**config.mk**
```make
export PLATFORM = sky130hd
export DESIGN_NAME = leaf_stream_packetizer_flat
export DESIGN_NICKNAME = d
export VERILOG_FILES = /design/src/rtl/leaf_stream_packetizer_if.sv /design/src/rtl/leaf_stream_packetizer.sv /design/src/flat_wrapper.sv
export SDC_FILE = /design/constraint.sdc
export NUM_CORES = 1
export LEC_CHECK = 0
export CORE_MARGIN = 1
export CORE_UTILIZATION = 67
export CTS_CLUSTER_DIAMETER = 40
export DETAILED_ROUTE_END_ITERATION = 8
export DONT_BUFFER_PORTS = 1
export GPL_TIMING_DRIVEN = 0
export PLACE_DENSITY_LB_ADDON = 0.25
export SETUP_SLACK_MARGIN = 0.4
export SYNTH_ARGS = -nofsm -noshare
export SYNTH_HDL_FRONTEND = slang
export SYNTH_SLANG_ARGS = --single-unit
```
**constraint.sdc**
```tcl
create_clock -name ap_clk -period 4.57 [get_ports ap_clk]
set_clock_uncertainty 0.1 [all_clocks]
set_input_delay 0.457 -clock ap_clk [delete_from_list [all_inputs] [get_ports ap_clk]]
set_output_delay 0.457 -clock ap_clk [all_outputs]
set_load 0.01 [all_outputs]
```
**src/rtl/leaf_stream_packetizer_if.sv**
```systemverilog
`default_nettype none
// ============================================================================
//  Module      : leaf_stream_packetizer_if
//  Description : Stream bundle between a user kernel output, the packetizer
//                and the leaf's BFT-side output arbiter. It carries the user
//                word handshake (data / valid / ack) and the packet output
//                with its grant.
//  Signals     : din_leaf_user2interface  user word into the packetizer
//                vld_user2interface       user word valid
//                ack_interface2user       packetizer ready to the user
//                dout_leaf_interface2bft  registered packet to the arbiter
//                grant                    arbiter consumes the packet
//  Modports    : master - kernel/arbiter side (drives data, valid, grant)
//                slave  - packetizer side (drives ack and packet)
//  Revision    : 1.0 - initial release
// ============================================================================
interface leaf_stream_packetizer_if #(
    parameter int PAYLOAD_BITS = 32,
    parameter int PACKET_BITS  = 49
);
    logic [PAYLOAD_BITS-1:0] din_leaf_user2interface;
    logic                    vld_user2interface;
    logic                    ack_interface2user;
    logic [PACKET_BITS-1:0]  dout_leaf_interface2bft;
    logic                    grant;

    modport master (
        output din_leaf_user2interface,
        output vld_user2interface,
        input  ack_interface2user,
        input  dout_leaf_interface2bft,
        output grant
    );

    modport slave (
        input  din_leaf_user2interface,
        input  vld_user2interface,
        output ack_interface2user,
        output dout_leaf_interface2bft,
        input  grant
    );
endinterface
`default_nettype wire

```
**src/rtl/leaf_stream_packetizer.sv**
```systemverilog
`default_nettype none
// ============================================================================
//  Module      : leaf_stream_packetizer
//  Description : Transmit-side packetizer for one user output stream of a
//                leaf. Wraps each accepted 32-bit user word in a BFT packet
//                {valid, dest leaf, dest port, receiver BRAM slot, payload}
//                and meters traffic with credits mirroring the free space of
//                the receiving leaf's input buffer.
//  Ports       : ap_clk            clock, rising edge
//                ap_rst_n          asynchronous active-low reset
//                cfg_wr            strobe: load destination, clear slot
//                                  address, restore full credit
//                cfg_dest_leaf     destination leaf
//                cfg_dest_port     destination input port
//                freespace_update  receiver freed FREESPACE_UPDATE_SIZE slots
//                credit_err        sticky credit-overflow flag
//                strm (slave)      user word handshake and packet/grant
//  Revision    : 1.0 - initial release
// ============================================================================
module leaf_stream_packetizer #(
    parameter int PACKET_BITS           = 49,
    parameter int PAYLOAD_BITS          = 32,
    parameter int NUM_LEAF_BITS         = 5,
    parameter int NUM_PORT_BITS         = 4,
    parameter int NUM_BRAM_ADDR_BITS    = 7,
    parameter int FREESPACE_UPDATE_SIZE = 64
) (
    input  logic                     ap_clk,
    input  logic                     ap_rst_n,
    input  logic                     cfg_wr,
    input  logic [NUM_LEAF_BITS-1:0] cfg_dest_leaf,
    input  logic [NUM_PORT_BITS-1:0] cfg_dest_port,
    input  logic                     freespace_update,
    output logic                     credit_err,
    leaf_stream_packetizer_if.slave  strm
);

    // Credit counts 0..2^ADDR inclusive, so it needs one bit more than the
    // slot address. The pre-clamp sum gets one further bit of headroom so a
    // full-credit update cannot wrap before the overflow compare sees it.
    localparam int CREDIT_BITS = NUM_BRAM_ADDR_BITS + 1;
    localparam int SUM_BITS    = CREDIT_BITS + 1;

    localparam logic [CREDIT_BITS-1:0] CREDIT_MAX  = CREDIT_BITS'(1 << NUM_BRAM_ADDR_BITS);
    localparam logic [SUM_BITS-1:0]    SUM_MAX     = SUM_BITS'(1 << NUM_BRAM_ADDR_BITS);
    localparam logic [SUM_BITS-1:0]    UPDATE_SIZE = SUM_BITS'(FREESPACE_UPDATE_SIZE);

    typedef enum logic [1:0] {
        ST_UNCFG = 2'd0,
        ST_RUN   = 2'd1,
        ST_STALL = 2'd2
    } state_t;

    state_t                        state_q;
    logic [NUM_LEAF_BITS-1:0]      leaf_q;
    logic [NUM_PORT_BITS-1:0]      port_q;
    logic [NUM_BRAM_ADDR_BITS-1:0] addr_q;
    logic [CREDIT_BITS-1:0]        credit_q;
    logic [CREDIT_BITS-1:0]        credit_d;
    logic                          credit_err_q;
    logic [PACKET_BITS-1:0]        dout_q;

    logic                          out_vld;
    logic                          ack;
    logic                          accept;
    logic [SUM_BITS-1:0]           credit_sum;
    logic                          credit_ovf;

    // The valid flag is the packet MSB; the register is all zeros whenever
    // it holds nothing, so the MSB alone tells occupancy.
    assign out_vld = dout_q[PACKET_BITS-1];

    // Ready looks through grant: a held packet leaving this cycle frees the
    // register for the next word, giving one packet per cycle under grant.
    assign ack    = (state_q == ST_RUN) && (credit_q != '0) && (!out_vld || strm.grant);
    assign accept = strm.vld_user2interface && ack;

    // Credit: consume one per accepted word, restore a chunk per update.
    // Accept only happens with credit >= 1, so the subtraction never wraps.
    always_comb begin
        credit_sum = SUM_BITS'(credit_q);
        if (freespace_update) begin
            credit_sum = credit_sum + UPDATE_SIZE;
        end
        if (accept) begin
            credit_sum = credit_sum - SUM_BITS'(1);
        end
        credit_ovf = (credit_sum > SUM_MAX);

        // A destination load always restores the full window.
        if (cfg_wr || credit_ovf) begin
            credit_d = CREDIT_MAX;
        end else begin
            credit_d = credit_sum[CREDIT_BITS-1:0];
        end
    end

    always_ff @(posedge ap_clk or negedge ap_rst_n) begin
        if (!ap_rst_n) begin
            state_q      <= ST_UNCFG;
            leaf_q       <= '0;
            port_q       <= '0;
            addr_q       <= '0;
            credit_q     <= CREDIT_MAX;
            credit_err_q <= 1'b0;
            dout_q       <= '0;
        end else begin
            credit_q     <= credit_d;
            credit_err_q <= credit_err_q | credit_ovf;

            // State follows the next credit value so that RUN/STALL always
            // agree with the credit register in the same cycle; an update in
            // a stalled cycle re-enables ready on the very next cycle.
            case (state_q)
                ST_UNCFG: begin
                    if (cfg_wr) begin
                        state_q <= ST_RUN;
                    end
                end
                ST_RUN: begin
                    if (credit_d == '0) begin
                        state_q <= ST_STALL;
                    end
                end
                ST_STALL: begin
                    if (credit_d != '0) begin
                        state_q <= ST_RUN;
                    end
                end
                default: begin
                    state_q <= ST_UNCFG;
                end
            endcase

            if (cfg_wr) begin
                leaf_q <= cfg_dest_leaf;
                port_q <= cfg_dest_port;
                addr_q <= '0;
            end else if (accept) begin
                // Natural wrap of the slot address matches the ring buffer.
                addr_q <= addr_q + NUM_BRAM_ADDR_BITS'(1);
            end

            // The packet is built from the header as it stood before any
            // same-cycle reload, so a packet in flight keeps its old header.
            if (accept) begin
                dout_q <= {1'b1, leaf_q, port_q, addr_q, strm.din_leaf_user2interface};
            end else if (strm.grant) begin
                dout_q <= '0;
            end
        end
    end

    assign strm.ack_interface2user      = ack;
    assign strm.dout_leaf_interface2bft = dout_q;
    assign credit_err                   = credit_err_q;

endmodule
`default_nettype wire

```
**src/flat_wrapper.sv**
```systemverilog
// flat-port wrapper written by rule: the top's interface ports become plain ports
module leaf_stream_packetizer_flat 
#(
    parameter int PACKET_BITS           = 49,
    parameter int PAYLOAD_BITS          = 32,
    parameter int NUM_LEAF_BITS         = 5,
    parameter int NUM_PORT_BITS         = 4,
    parameter int NUM_BRAM_ADDR_BITS    = 7,
    parameter int FREESPACE_UPDATE_SIZE = 64
)
  (ap_clk, ap_rst_n, cfg_wr, cfg_dest_leaf, cfg_dest_port, freespace_update, credit_err, strm_din_leaf_user2interface, strm_vld_user2interface, strm_ack_interface2user, strm_dout_leaf_interface2bft, strm_grant);
  leaf_stream_packetizer_if #(.PAYLOAD_BITS(PAYLOAD_BITS), .PACKET_BITS(PACKET_BITS)) strm_i ();
  input  logic ap_clk;
  input  logic ap_rst_n;
  input  logic cfg_wr;
  input  logic [NUM_LEAF_BITS-1:0] cfg_dest_leaf;
  input  logic [NUM_PORT_BITS-1:0] cfg_dest_port;
  input  logic freespace_update;
  output logic credit_err;
  input wire logic [$bits(strm_i.din_leaf_user2interface)-1:0] strm_din_leaf_user2interface;
  input wire logic [$bits(strm_i.vld_user2interface)-1:0] strm_vld_user2interface;
  output wire logic [$bits(strm_i.ack_interface2user)-1:0] strm_ack_interface2user;
  output wire logic [$bits(strm_i.dout_leaf_interface2bft)-1:0] strm_dout_leaf_interface2bft;
  input wire logic [$bits(strm_i.grant)-1:0] strm_grant;
  assign strm_i.din_leaf_user2interface = strm_din_leaf_user2interface;
  assign strm_i.vld_user2interface = strm_vld_user2interface;
  assign strm_ack_interface2user = strm_i.ack_interface2user;
  assign strm_dout_leaf_interface2bft = strm_i.dout_leaf_interface2bft;
  assign strm_i.grant = strm_grant;
  leaf_stream_packetizer #(.PACKET_BITS(PACKET_BITS), .PAYLOAD_BITS(PAYLOAD_BITS), .NUM_LEAF_BITS(NUM_LEAF_BITS), .NUM_PORT_BITS(NUM_PORT_BITS), .NUM_BRAM_ADDR_BITS(NUM_BRAM_ADDR_BITS), .FREESPACE_UPDATE_SIZE(FREESPACE_UPDATE_SIZE)) u_core (.ap_clk(ap_clk), .ap_rst_n(ap_rst_n), .cfg_wr(cfg_wr), .cfg_dest_leaf(cfg_dest_leaf), .cfg_dest_port(cfg_dest_port), .freespace_update(freespace_update), .credit_err(credit_err), .strm(strm_i));
endmodule
```
# == Word-level counts from Yosys, hierarchy flattened ==
# Cells that the tools add are included.
# classes
n_addsub,3
n_lt_le_gt_ge,1
n_eq_ne,5
n_mux,11
bitwise,1
n_reduce_logical,13
# op_table
cell,count
$mux 49,2
$mux 9,2
$reduce_bool 8->1,2
$mux 7,2
$add 8x7->9 const B,1
$gt 9x8->1 const B,1
$sub 9x1->9 const B,1
$logic_not 8->1,1
$mux 8,1
$add 7x1->7 const B,1
$mux 2,3
$pmux 2 s3,1
$ne 2x2->1 const B,2
$reduce_bool 2->1,2
$logic_and 1x1->1,3
$reduce_and 3->1,1
$eq 2x1->1 const B,1
$eq 2x2->1 const B,1
$logic_not 2->1,1
$logic_or 1x1->1,2
$ne 2x1->1 const B,1
$logic_not 1->1,1
$or 1x1->1,1
# totals
regBits,76
input_bits,47
output_inout_bits,51
word_cells,41

# == Depth between registers and ports, before layout ==
# Gate-level depths: netlist (run 1).
# depth
word_depth,11
depth_mapped,9
ltp_nobuf,8

# == Least setup slack after synthesis (run 1) ==
# OpenSTA, ideal clock, no wires.
# synth_path
path_type,reg2reg
start,register u_core.credit_q[0]
end,register u_core.credit_err_q (netlist: u_core.credit_err)
setup_time_ps,139
arrival_ps,2232
slack_ps,2099
path_stages_with_launch,10
path_buffers,1
synth_period_minus_slack_ps,2471
path_cell_list,dfrtp_1 -> inv_1 -> ha_1 -> nand2_1 -> or4_4 -> buf_6 -> a31o_1 -> o2bb2a_4 -> a31oi_4 -> or4_1
# synth_via
elab_chain_cells,7
# synth_rtl
element,line,text
from (decl),leaf_stream_packetizer.sv:58,logic [CREDIT_BITS-1:0] credit_q;
from (signal assigned),leaf_stream_packetizer.sv:108,credit_q <= credit_d;
"parallel branches: the longest is 4 deep, another holds $add 8x7->9",n/a,
$mux 9 *,leaf_stream_packetizer.sv:85,if (accept) begin
$gt 9x8->1 *,leaf_stream_packetizer.sv:88,credit_ovf = (credit_sum > SUM_MAX);
$or 1x1->1 *,leaf_stream_packetizer.sv:109,credit_err_q <= credit_err_q | credit_ovf;
to (signal assigned),leaf_stream_packetizer.sv:109,
to (decl),leaf_stream_packetizer.sv:60,logic credit_err_q;
# Every way passes the cells marked *.
# A chain may end at the register's enable or synchronous reset.

# == Worst setup path after layout (run 1) ==
# layout_path
start,register u_core.credit_q[0]
end,register u_core.credit_q[2]
# layout_via
elab_chain_cells,8
# layout_rtl
element,line,text
"parallel branches: the longest is 4 deep, another holds $add 8x7->9",n/a,
$mux 9 *,leaf_stream_packetizer.sv:85,
$gt 9x8->1,leaf_stream_packetizer.sv:88,
$logic_or 1x1->1,leaf_stream_packetizer.sv:91,if (cfg_wr || credit_ovf) begin
$mux 8 *,leaf_stream_packetizer.sv:91,
named net u_core.credit_d[2],leaf_stream_packetizer.sv:59,logic [CREDIT_BITS-1:0] credit_d;
# Mark *: on every way through the listed nets, which the timed path passes.

==> impl_metrics.tcl, run 1 <==
set metrics [dict create \
    status "finished, final reports clean" \
    wirelength_um 7460 \
    synthArstFlopShare 1.00 \
    seq_power_share 0.416 \
    synth-xor-area-share 0.0394 \
    crit_path_start_kind "flop" \
    diodes 0 \
    worst_slew_pin_slew_ns 0.724 \
    rsz0062_at_grt "false" \
    layout_commonest_cell "nand2_1" \
    wire_per_inst_um 16.9 \
    final_nets 418 \
    ys_types 42 \
    peakVddDrop_mv 0.362 \
    post_cts.repair.setup_buffers 0 \
    io_pins 98 \
    cp_max_fo 6 \
    gp_congestion 0.865 \
    syn_area_sq_mm 0.00353 \
    synth_top_family_by_area "simple AND/OR/NAND/NOR gates" \
    setup-violations-final 0 \
    preCtsSetupSlack_ns 1.82 \
    hold_ws_ns 0.116 \
    vias 2574 \
    synthAdderAreaFrac 0.0177 \
    hold_violations 0 \
    core_sq_mm 0.00507 \
    crit_path_end_kind "flop" \
    synth_simple_gate_area_frac 0.306 \
    synth_edf_count 0 \
    timing.final.ws_setup_ns 1.73 \
    grt_pass1_wl_um 11400 \
    synth_nets 405 \
    critical_path_required_ns 4.71 \
    final.min_clock_period_ns 2.84 \
    maxCapViolations 0 \
    syn_to_final_growth_pct 10.6 \
    power_mw 2.59 \
    cts_resized 0 \
    p_int_mw 1.58 \
    synth-seq-cells 76 \
    yosysSeqAreaShare 0.540 \
    power.static_leakage_nw 1.86 \
    die_area_sq_mm 0.00556 \
    placed_cells 423 \
    finalInstanceArea_sq_mm 0.00390 \
    fin_tns_setup_ns 0 \
    grt_pass1_vias 2450 \
    muxShareOfSynthArea 0.0316 \
    route.detailed.drc 0 \
    syn_inst 353 \
    final_cells 441 \
    crit_arrival_ns 2.98 \
    min_period_over_period 0.621 \
    rows 26 \
    final_cell_mix "108 x nand2_1, 75 x dfrtp_1, 49 x nand3b_1" \
    synth-main-ff-cell "dfrtp_1" \
    die_x_um 74.5 \
    fmax_ghz 0.353 \
    yosysWarnings 0 \
    drtIter0Drc 141 \
    clk_pin_slew_ns 0.08 \
    placed_area_sq_mm 0.00361 \
    switching_share 0.388 \
    antenna_found_initial 0 \
    cts_sinks 76 \
    p_per_area_mw_per_mm2 664 \
    cts_tree "yes" \
    slew_violations 0 \
    drive_gt1_frac 0.105 \
    h-tree-depth 3 \
    ant_nets 0 \
    fp.dieH_um 74.5 \
    worstSetupPathType "flop to flop" \
    slew_headroom 0.515 \
    start_util 0.695 \
    fin_util 0.768 \
    portBuffers 0 \
    dr.pass1.iters 4 \
    cts-root-buf "clkbuf_8" \
    clkPwrFrac 0.243 \
    clock_latency_ns 0.34 \
    grtUsageTotal 0.281 \
    cts_buffer_depth 2 \
    dp_hpwl_um 4890 \
    grt_max_degree 77 \
    hold_class "input port to flop" \
    p_switching_mw 1.00 \
    comb_power_share 0.341 \
    cts_made_buffers 9 \
    vias_per_cell 5.84 \
    gr-total-overflow 0 \
    synth_compound_area_frac 0.0341 \
    syn_area_per_cell_sq_um 9.99 \
]
[flip-flops by register name, indices dropped and copies added, names as in the netlist]
register / flops
u_core.port_q: 4
u_core.strm.dout_leaf_interface2bft: 49
u_core.addr_q: 7
u_core.leaf_q: 5
u_core.credit_q: 8
u_core.credit_err: 1
u_core.state_q: 2
[metal layers]
metal | wire length (um) | track usage | up-vias
li1 | - | - | 1206
met3 | 373 | 0.0772 | 7
met1 | 3150 | 0.360 | 1292
met5 | 0 | 0 | -
met4 | 81 | 0.105 | 0
met2 | 3860 | 0.459 | 69
[cells in the mapped netlist, types with 4 or more instances]
library cell | instances | area [sq um]
mux2_2 | 9 | 101
xor2_1 | 6 | 52.6
a21oi_1 | 5 | 25.0
nand4_1 | 4 | 25.0
nand3b_1 | 49 | 368
ha_1 | 5 | 62.6
nand2_1 | 108 | 405
xnor2_1 | 8 | 70.1
dfrtp_1 | 75 | 1880
nor3_1 | 4 | 20.0
inv_1 | 5 | 18.8
clkbuf_1 | 17 | 63.8
nand3_1 | 6 | 30.0
nor2_1 | 15 | 56.3
[cells by family (layout without fill, tap and decap cells)]
family / Yosys count / after routing
and+or+nand+nor: 207 / 207
DFF: 76 / 76
buffers and inverters: 25 / 43
AOI/OAI and AO/OA: 15 / 15
xor gates and xnor gates: 15 / 15
muxes: 10 / 10
adders and majority gates: 5 / 5
[area by class of cell]
class | instances | area, sq um
repair buffers | 2 | 37.5
flip-flops and latches | 76 | 1900
clock inverters | 5 | 106
well taps | 70 | 87.6
fillers | 346 | 1180
inverters | 5 | 18.8
plain buffers | 20 | 91.3
multi-input cells | 252 | 1510
clock buffers | 11 | 141
[worst max-delay path, cell delays in order (launching register included)]
cell and delay, ns:
dfrtp_1 0.42, inv_1 0.16, ha_1 0.26, or3b_1 0.49, a211oi_1 0.29, a31oi_1 0.19, nor3_2 0.35, nand2_2 0.18
a311oi_1 0.28
[power by group through the flow]
stage	logic [mW]	clock network (mW)	registers (mW)
detailed placement	0.851	0	1.08
finish	0.883	0.628	1.08
floorplan	0.697	0	1.04
global route	0.984	0.662	1.10
global placement	0.820	0	1.08
CTS	0.879	0.638	1.07
[path summary, 6_finish.rpt]
| kind | end | startpoint | slack [ns] | cells past startpoint |
|---|---|---|---|---|
| max | u_core.credit_q[2] | u_core.credit_q[0] | 1.73 | 8 |
| min | u_core.strm.dout_leaf_interface2bft[2] | strm_din_leaf_user2interface[2] | 0.12 | 2 |
| max reg2reg | u_core.credit_q[2] | u_core.credit_q[0] | 1.73 | 8 |
| min reg2reg | u_core.strm.dout_leaf_interface2bft[41] | u_core.port_q[2] | 0.37 | 2 |
| max in group asynchronous | u_core.credit_q[7] | ap_rst_n | 3.46 | 2 |
| min in group asynchronous | u_core.strm.dout_leaf_interface2bft[18] | ap_rst_n | 0.54 | 2 |
[repair_timing]
action                                  4_1_cts  5_1_grt
hold buffers                                  2        0
endpoints found under the hold margin        76        0
endpoints found under the setup margin        0        0
Note: power is estimated with default switching activity, not from simulation.
==> run 2: changes to the inputs <==
--- a/config.mk
+++ b/config.mk
@@ -5,8 +5,9 @@
 export SDC_FILE = /design/constraint.sdc
 export NUM_CORES = 1
 export LEC_CHECK = 0
+export ABC_AREA = 1
 export CORE_MARGIN = 1
-export CORE_UTILIZATION = 67
+export CORE_UTILIZATION = 63
 export CTS_CLUSTER_DIAMETER = 40
 export DETAILED_ROUTE_END_ITERATION = 8
 export DONT_BUFFER_PORTS = 1
==> constraint.sdc (replaced) <==
create_clock -name ap_clk -period 2.7 [get_ports ap_clk]
set_clock_uncertainty 0.1 [all_clocks]
set_input_delay 0.27 -clock ap_clk [delete_from_list [all_inputs] [get_ports ap_clk]]
set_output_delay 0.27 -clock ap_clk [all_outputs]
set_load 0.01 [all_outputs]
==> impl_metrics.tcl, run 2 <==
set metrics [dict create \
    synth.top_cell.area_share 0.550 \
    synth_area_leaders "dfrtp_1 55%, inv_1 9.5%, nand2_1 8.9%, o21ai_0 6.7%, o22ai_1 2.7%" \
    final.min_clock_period_ns 2.27 \
    clk_pin_slew_ns 0.08 \
    crit_arrival_ns 2.40 \
    syn_area_sq_mm 0.00341 \
    reg2regPathDepth 16 \
    muxShareOfSynthArea 0 \
    wirelength_um 8330 \
    cp_max_fo 6 \
    rows 26 \
    min_period_over_period 0.842 \
    synth-seq-cells 76 \
    critical_path_required_ns 2.83 \
    final_cell_mix "81 x inv_1, 76 x nand2_1, 75 x dfrtp_1" \
    nFillCells 257 \
    slew_violations 0 \
    regArea_sq_mm 0.00190 \
    ys_types 32 \
    yosysWarnings 0 \
    gr-total-overflow 0 \
    grt_pass1_vias 2726 \
    syn_to_final_growth_pct 29.4 \
    cts-root-buf "clkbuf_8" \
    synth-main-ff-cell "dfrtp_1" \
    start_util 0.660 \
    peakVddDrop_mv 0.654 \
    die_area_sq_mm 0.00572 \
    grt_max_degree 77 \
    syn_inst 394 \
    synthArstFlopShare 1.00 \
    worst_slew_pin_slew_ns 0.554 \
    synth_nets 446 \
    gp_congestion 0.838 \
    yosys-top-cells-count "86 x inv_1, 81 x nand2_1, 75 x dfrtp_1" \
    ant_nets 0 \
    cts_sinks 76 \
    grtUsageTotal 0.298 \
    drive_gt1_frac 0.154 \
    setup-violations-final 0 \
    fmax_ghz 0.440 \
    final_nets 514 \
    fp.dieH_um 75.6 \
    hold_violations 0 \
    fin_tns_setup_ns 0 \
    synth_compound_area_frac 0.115 \
    synth_edf_count 0 \
    wire_per_inst_um 15.5 \
    rsz0062_at_grt "true" \
    synth_simple_gate_area_frac 0.181 \
    synth_area_leader_cell "dfrtp_1" \
    synth_top_family_by_area "simple AND/OR/NAND/NOR gates" \
    min_path_cells 2 \
    cts_made_buffers 9 \
    largest_reg_flops 49 \
    vias_per_cell 5.39 \
    portBuffers 0 \
    cts_tree "yes" \
    slew_headroom 0.631 \
    route.detailed.drc 0 \
    crit_path_end_kind "flop" \
    cts_buffer_depth 2 \
    p_per_area_mw_per_mm2 1070 \
    dp_hpwl_um 4660 \
    hold_class "input port to flop" \
    worstSetupPathType "flop to flop" \
    synthAdderAreaFrac 0.0183 \
    syn_area_per_cell_sq_um 8.67 \
    layout_commonest_cell "inv_1" \
    drtIter0Drc 192 \
    post-synth-top-count-cell "inv_1" \
    maxCapViolations 0 \
    core_sq_mm 0.00517 \
    dr.pass1.iters 5 \
    io_pins 98 \
    antenna_found_initial 0 \
    h-tree-depth 3 \
    die_x_um 75.6 \
    multi_input_comb_area_sq_mm 0.00123 \
    vias 2892 \
    yosysSeqAreaShare 0.557 \
    power.static_leakage_nw 2.11 \
    grt_pass1_wl_um 12300 \
    diodes 0 \
    clock_latency_ns 0.34 \
    crit_path_start_kind "flop" \
    synth-xor-area-share 0.00989 \
    status "finished, final reports clean" \
    power_mw 4.73 \
]
==> run 2: logic make-up (layout without fill, tap and decap cells) <==
| family | after synthesis | count (layout) |
|---|---|---|
| AOI/OAI and AO/OA | 73 | 73 |
| buffers and inverters | 102 | 175 |
| adders and majority gates | 5 | 5 |
| and+or+nand+nor | 135 | 135 |
| DFF | 76 | 76 |
| xor gates and xnor gates | 3 | 3 |
==> run 2: through the flow <==
step | worst slack (ns) | hold WS (ns) | area (sq um) | utilization | instances
3_5_place_dp | 0.346 | -0.124 | 3500 | 0.677 | 464
3_3_place_gp | 0.423 | -0.124 | 3500 | 0.677 | 464
6_report | 0.427 | 0.110 | 4420 | 0.854 | 537
2_1_floorplan | 0.633 | -0.126 | 3410 | - | 394
5_1_grt | 0.297 | 0.0989 | 4420 | 0.854 | 537
4_1_cts | 0.412 | 0.0878 | 4210 | 0.813 | 526
==> run 2: worst max-delay path, stage by stage (launching register included) <==
cell and delay (ns):
dfrtp_1 0.43, inv_2 0.15, ha_4 0.15, nand2_2 0.04, inv_2 0.06, nand3_4 0.07
nand3_4 0.16, buf_8 0.14, nor2_2 0.04, nor2_2 0.13, nand2_1 0.09, nor2_2 0.12
nand2_1 0.07, nand2_2 0.13, buf_4 0.13, buf_4 0.09, nand3b_1 0.07
==> run 2: cell type report <==
cell class	instances	area share
plain buffers	14	0.0207
clock buffers	11	0.0320
clock inverters	5	0.0136
inverters	88	0.0753
multi-input cells	216	0.278
flip-flops and latches	76	0.431
well taps	70	0.0198
repair buffers	57	0.130
==> run 2: where the power goes <==
group	switching, mW	internal, mW	total, mW
clock	0.420	0.456	0.876
sequential	0.403	1.48	1.89
combinational	1.16	0.806	1.97
==> run 2: layer usage <==
layer / GRT usage / up-vias / wire length, um / part of all wire
li1: - / 1356 / - / -
met5: 0 / - / 0 / 0
met1: 0.367 / 1397 / 3460 / 0.42
met3: 0.103 / 19 / 590 / 0.071
met2: 0.493 / 120 / 4150 / 0.50
met4: 0.105 / 0 / 125 / 0.015
==> run 2: path summary, 6_finish.rpt <==
| check | endpoint | start | slack [ns] |
|---|---|---|---|
| setup / recovery | u_core.credit_err | u_core.credit_q[0] | 0.43 |
| hold / removal | u_core.credit_q[2] | strm_vld_user2interface | 0.11 |
| setup reg to reg | u_core.credit_err | u_core.credit_q[0] | 0.43 |
| hold reg to reg | u_core.port_q[0] | u_core.port_q[0] | 0.43 |
| max in group asynchronous | u_core.credit_q[7] | ap_rst_n | 1.81 |
| min in group asynchronous | u_core.addr_q[5] | ap_rst_n | 0.38 |
==> run 2: repair_timing <==
| action | 4_1_cts | 5_1_grt |
|---|---|---|
| cloned | 0 | 1 |
| gates resized for setup | 5 | 35 |
| pin swaps | 0 | 10 |
| hold buffers | 45 | 0 |
| endpoints found under the hold margin | 119 | 0 |
| setup buffers | 1 | 10 |
| setup endpoints to repair | 11 | 37 |
==> run 3: changes to the inputs <==
--- a/config.mk
+++ b/config.mk
@@ -5,7 +5,7 @@
 export SDC_FILE = /design/constraint.sdc
 export NUM_CORES = 1
 export LEC_CHECK = 0
-export ABC_AREA = 1
+export ABC_AREA = 0
 export CORE_MARGIN = 1
 export CORE_UTILIZATION = 63
 export CTS_CLUSTER_DIAMETER = 40
==> constraint.sdc (replaced) <==
create_clock -name ap_clk -period 2.1 [get_ports ap_clk]
set_clock_uncertainty 0.1 [all_clocks]
set_input_delay 0.21 -clock ap_clk [delete_from_list [all_inputs] [get_ports ap_clk]]
set_output_delay 0.21 -clock ap_clk [all_outputs]
set_load 0.01 [all_outputs]
==> impl_metrics.tcl, run 3 (synthesized netlist as in run 1, its figures left out) <==
set metrics [dict create \
    hold_buffers 42 \
    status "finished, violations left" \
    vias 2930 \
    hold_ws_ns -0.550 \
    clock_latency_ns 0.35 \
    io_pins 98 \
    slowest_delay_ns 0.42 \
    gr-total-overflow 0 \
    path_delay_family "buffers and inverters" \
    antenna_found_initial 1 \
    vias_per_cell 5.85 \
    min_period_over_period 1.21 \
    worst_slew_pin_slew_ns 0.583 \
    crit_chain "inv_2, ha_4, nand2_4, or4_4, buf_6, buf_6, buf_6, a31oi_1, nor3_2, buf_4, buf_4, nor3b_1" \
    rows 26 \
    power_mw 6.25 \
    crit_arrival_ns 2.68 \
    violations "hold timing, setup timing" \
    largest_reg_flops 49 \
    multi_input_comb_area_sq_mm 0.00163 \
    grt_pass1_wl_um 14500 \
    drtIter0Drc 223 \
    layout_commonest_cell "nand2_1" \
    regArea_sq_mm 0.00191 \
    dp_hpwl_um 4880 \
    grtUsageTotal 0.318 \
    reg2regPathDepth 12 \
    start_util 0.673 \
    gp_congestion 0.823 \
    fmax_ghz 0.393 \
    final_cell_mix "105 x nand2_1, 73 x dfrtp_1, 49 x nand3b_1" \
    p_per_area_mw_per_mm2 1370 \
    peakVddDrop_mv 0.767 \
    crit_path_start_kind "flop" \
    maxCapViolations 0 \
    wire_per_inst_um 18.3 \
    h-tree-depth 3 \
    power.static_leakage_nw 2.14 \
    hold_violations 76 \
    nFillCells 231 \
    cp_slowest_cell "dfrtp_1" \
    preCtsSetupSlack_ns -0.570 \
    fp.dieH_um 76.8 \
    worst-path-stages 12 \
    die_x_um 76.8 \
    grt_max_degree 77 \
    syn_to_final_growth_pct 29.2 \
    timing.final.ws_setup_ns -0.444 \
    cts_made_buffers 9 \
    worstSetupPathType "flop to flop" \
    die_area_sq_mm 0.00590 \
    crit_path_end_kind "flop" \
    final_nets 477 \
    cp_common_cell "buf_6" \
    rsz0062_at_grt "true" \
    cts-root-buf "clkbuf_8" \
    slew_violations 0 \
    route.detailed.drc 0 \
    cts_buffer_depth 2 \
    slew_headroom 0.608 \
    clk_pin_slew_ns 0.08 \
    portBuffers 0 \
    critical_path_buf_inv_count 6 \
    wirelength_um 9170 \
    core_sq_mm 0.00524 \
    cp_max_fo 4 \
    grt_pass1_vias 3010 \
    ant_nets 0 \
    dr.pass1.iters 4 \
    critical_path_required_ns 2.23 \
    setup-violations-final 58 \
    final.min_clock_period_ns 2.54 \
    cts_tree "yes" \
    cts_sinks 76 \
    hold_class "input port to async pin" \
    drive_gt1_frac 0.193 \
]
run 3: cell count changes in the layout (fill, tap and decap cells not counted), sizes merged, moves of 3 or more:
cell / before / now
or4: 0 / 3
buf: 16 / 27
nor2: 29 / 15
nand2: 83 / 109
o22ai: 15 / 0
mux2: 0 / 9
nand3b: 4 / 49
xnor2: 1 / 9
inv: 89 / 8
o21ai: 47 / 3
xor2: 2 / 6
a21oi: 8 / 5
run 3: layer usage:
metal  vias up  global-route usage  wire length [um]
li1       1321                   -                 -
met1      1464               0.392              3600
met2       114               0.544              4730
met3        31              0.0631               494
met4         0               0.137               342
met5         -                   0                 0
run 3: layout make-up:
cell class	count	area share
Sequential cell	76	0.418
Antenna cell	1	0.000549
Tap cell	70	0.0192
Timing Repair Buffer	61	0.129
Buffer	20	0.0258
Clock buffer	9	0.0272
Inverter	5	0.00412
Multi-Input combinational cell	252	0.358
Clock inverter	7	0.0179
run 3: worst reg2reg max path, stage by stage, from the launching register on:
cell,delay (ns)
dfrtp_1,0.42
inv_2,0.12
ha_4,0.15
nand2_4,0.05
or4_4,0.42
buf_6,0.14
buf_6,0.11
buf_6,0.11
a31oi_1,0.27
nor3_2,0.08
buf_4,0.18
buf_4,0.14
nor3b_1,0.13
run 3: worst paths after layout:
check / from / endpoint / slack, ns
max: u_core.credit_q[1] / u_core.credit_q[4] / -0.44
min: ap_rst_n / u_core.leaf_q[1] / -0.55
max reg2reg: u_core.credit_q[1] / u_core.credit_q[4] / -0.44
min reg2reg: u_core.port_q[3] / u_core.strm.dout_leaf_interface2bft[42] / 0.38
max in group asynchronous: ap_rst_n / u_core.credit_q[7] / 2.27
min in group ap_clk: freespace_update / u_core.credit_err / 0.21
run 3: power breakdown:
part	switching (mW)	internal, mW
clock	0.580	0.565
sequential	0.462	1.86
combinational	1.53	1.26
total	2.57	3.68
run 3: what timing repair did:
action,CTS,global route
buffers inserted,16,3
pin swaps,15,8
endpoints found under the hold margin,118,76
gates resized for setup,21,17
endpoints found under the setup margin,68,68
run 3: through the flow:
| step | setup TNS [ns] | utilization | instance area, sq um | cells |
|---|---|---|---|---|
| after floorplan | -1.20 | - | 3560 | 353 |
| after global placement | -7.54 | 0.697 | 3650 | 423 |
| after detailed placement | -8.82 | 0.697 | 3650 | 423 |
| after CTS | -2.82 | 0.853 | 4470 | 497 |
| after global routing | -11.37 | 0.870 | 4550 | 501 |
| final | -6.22 | 0.870 | 4550 | 501 |
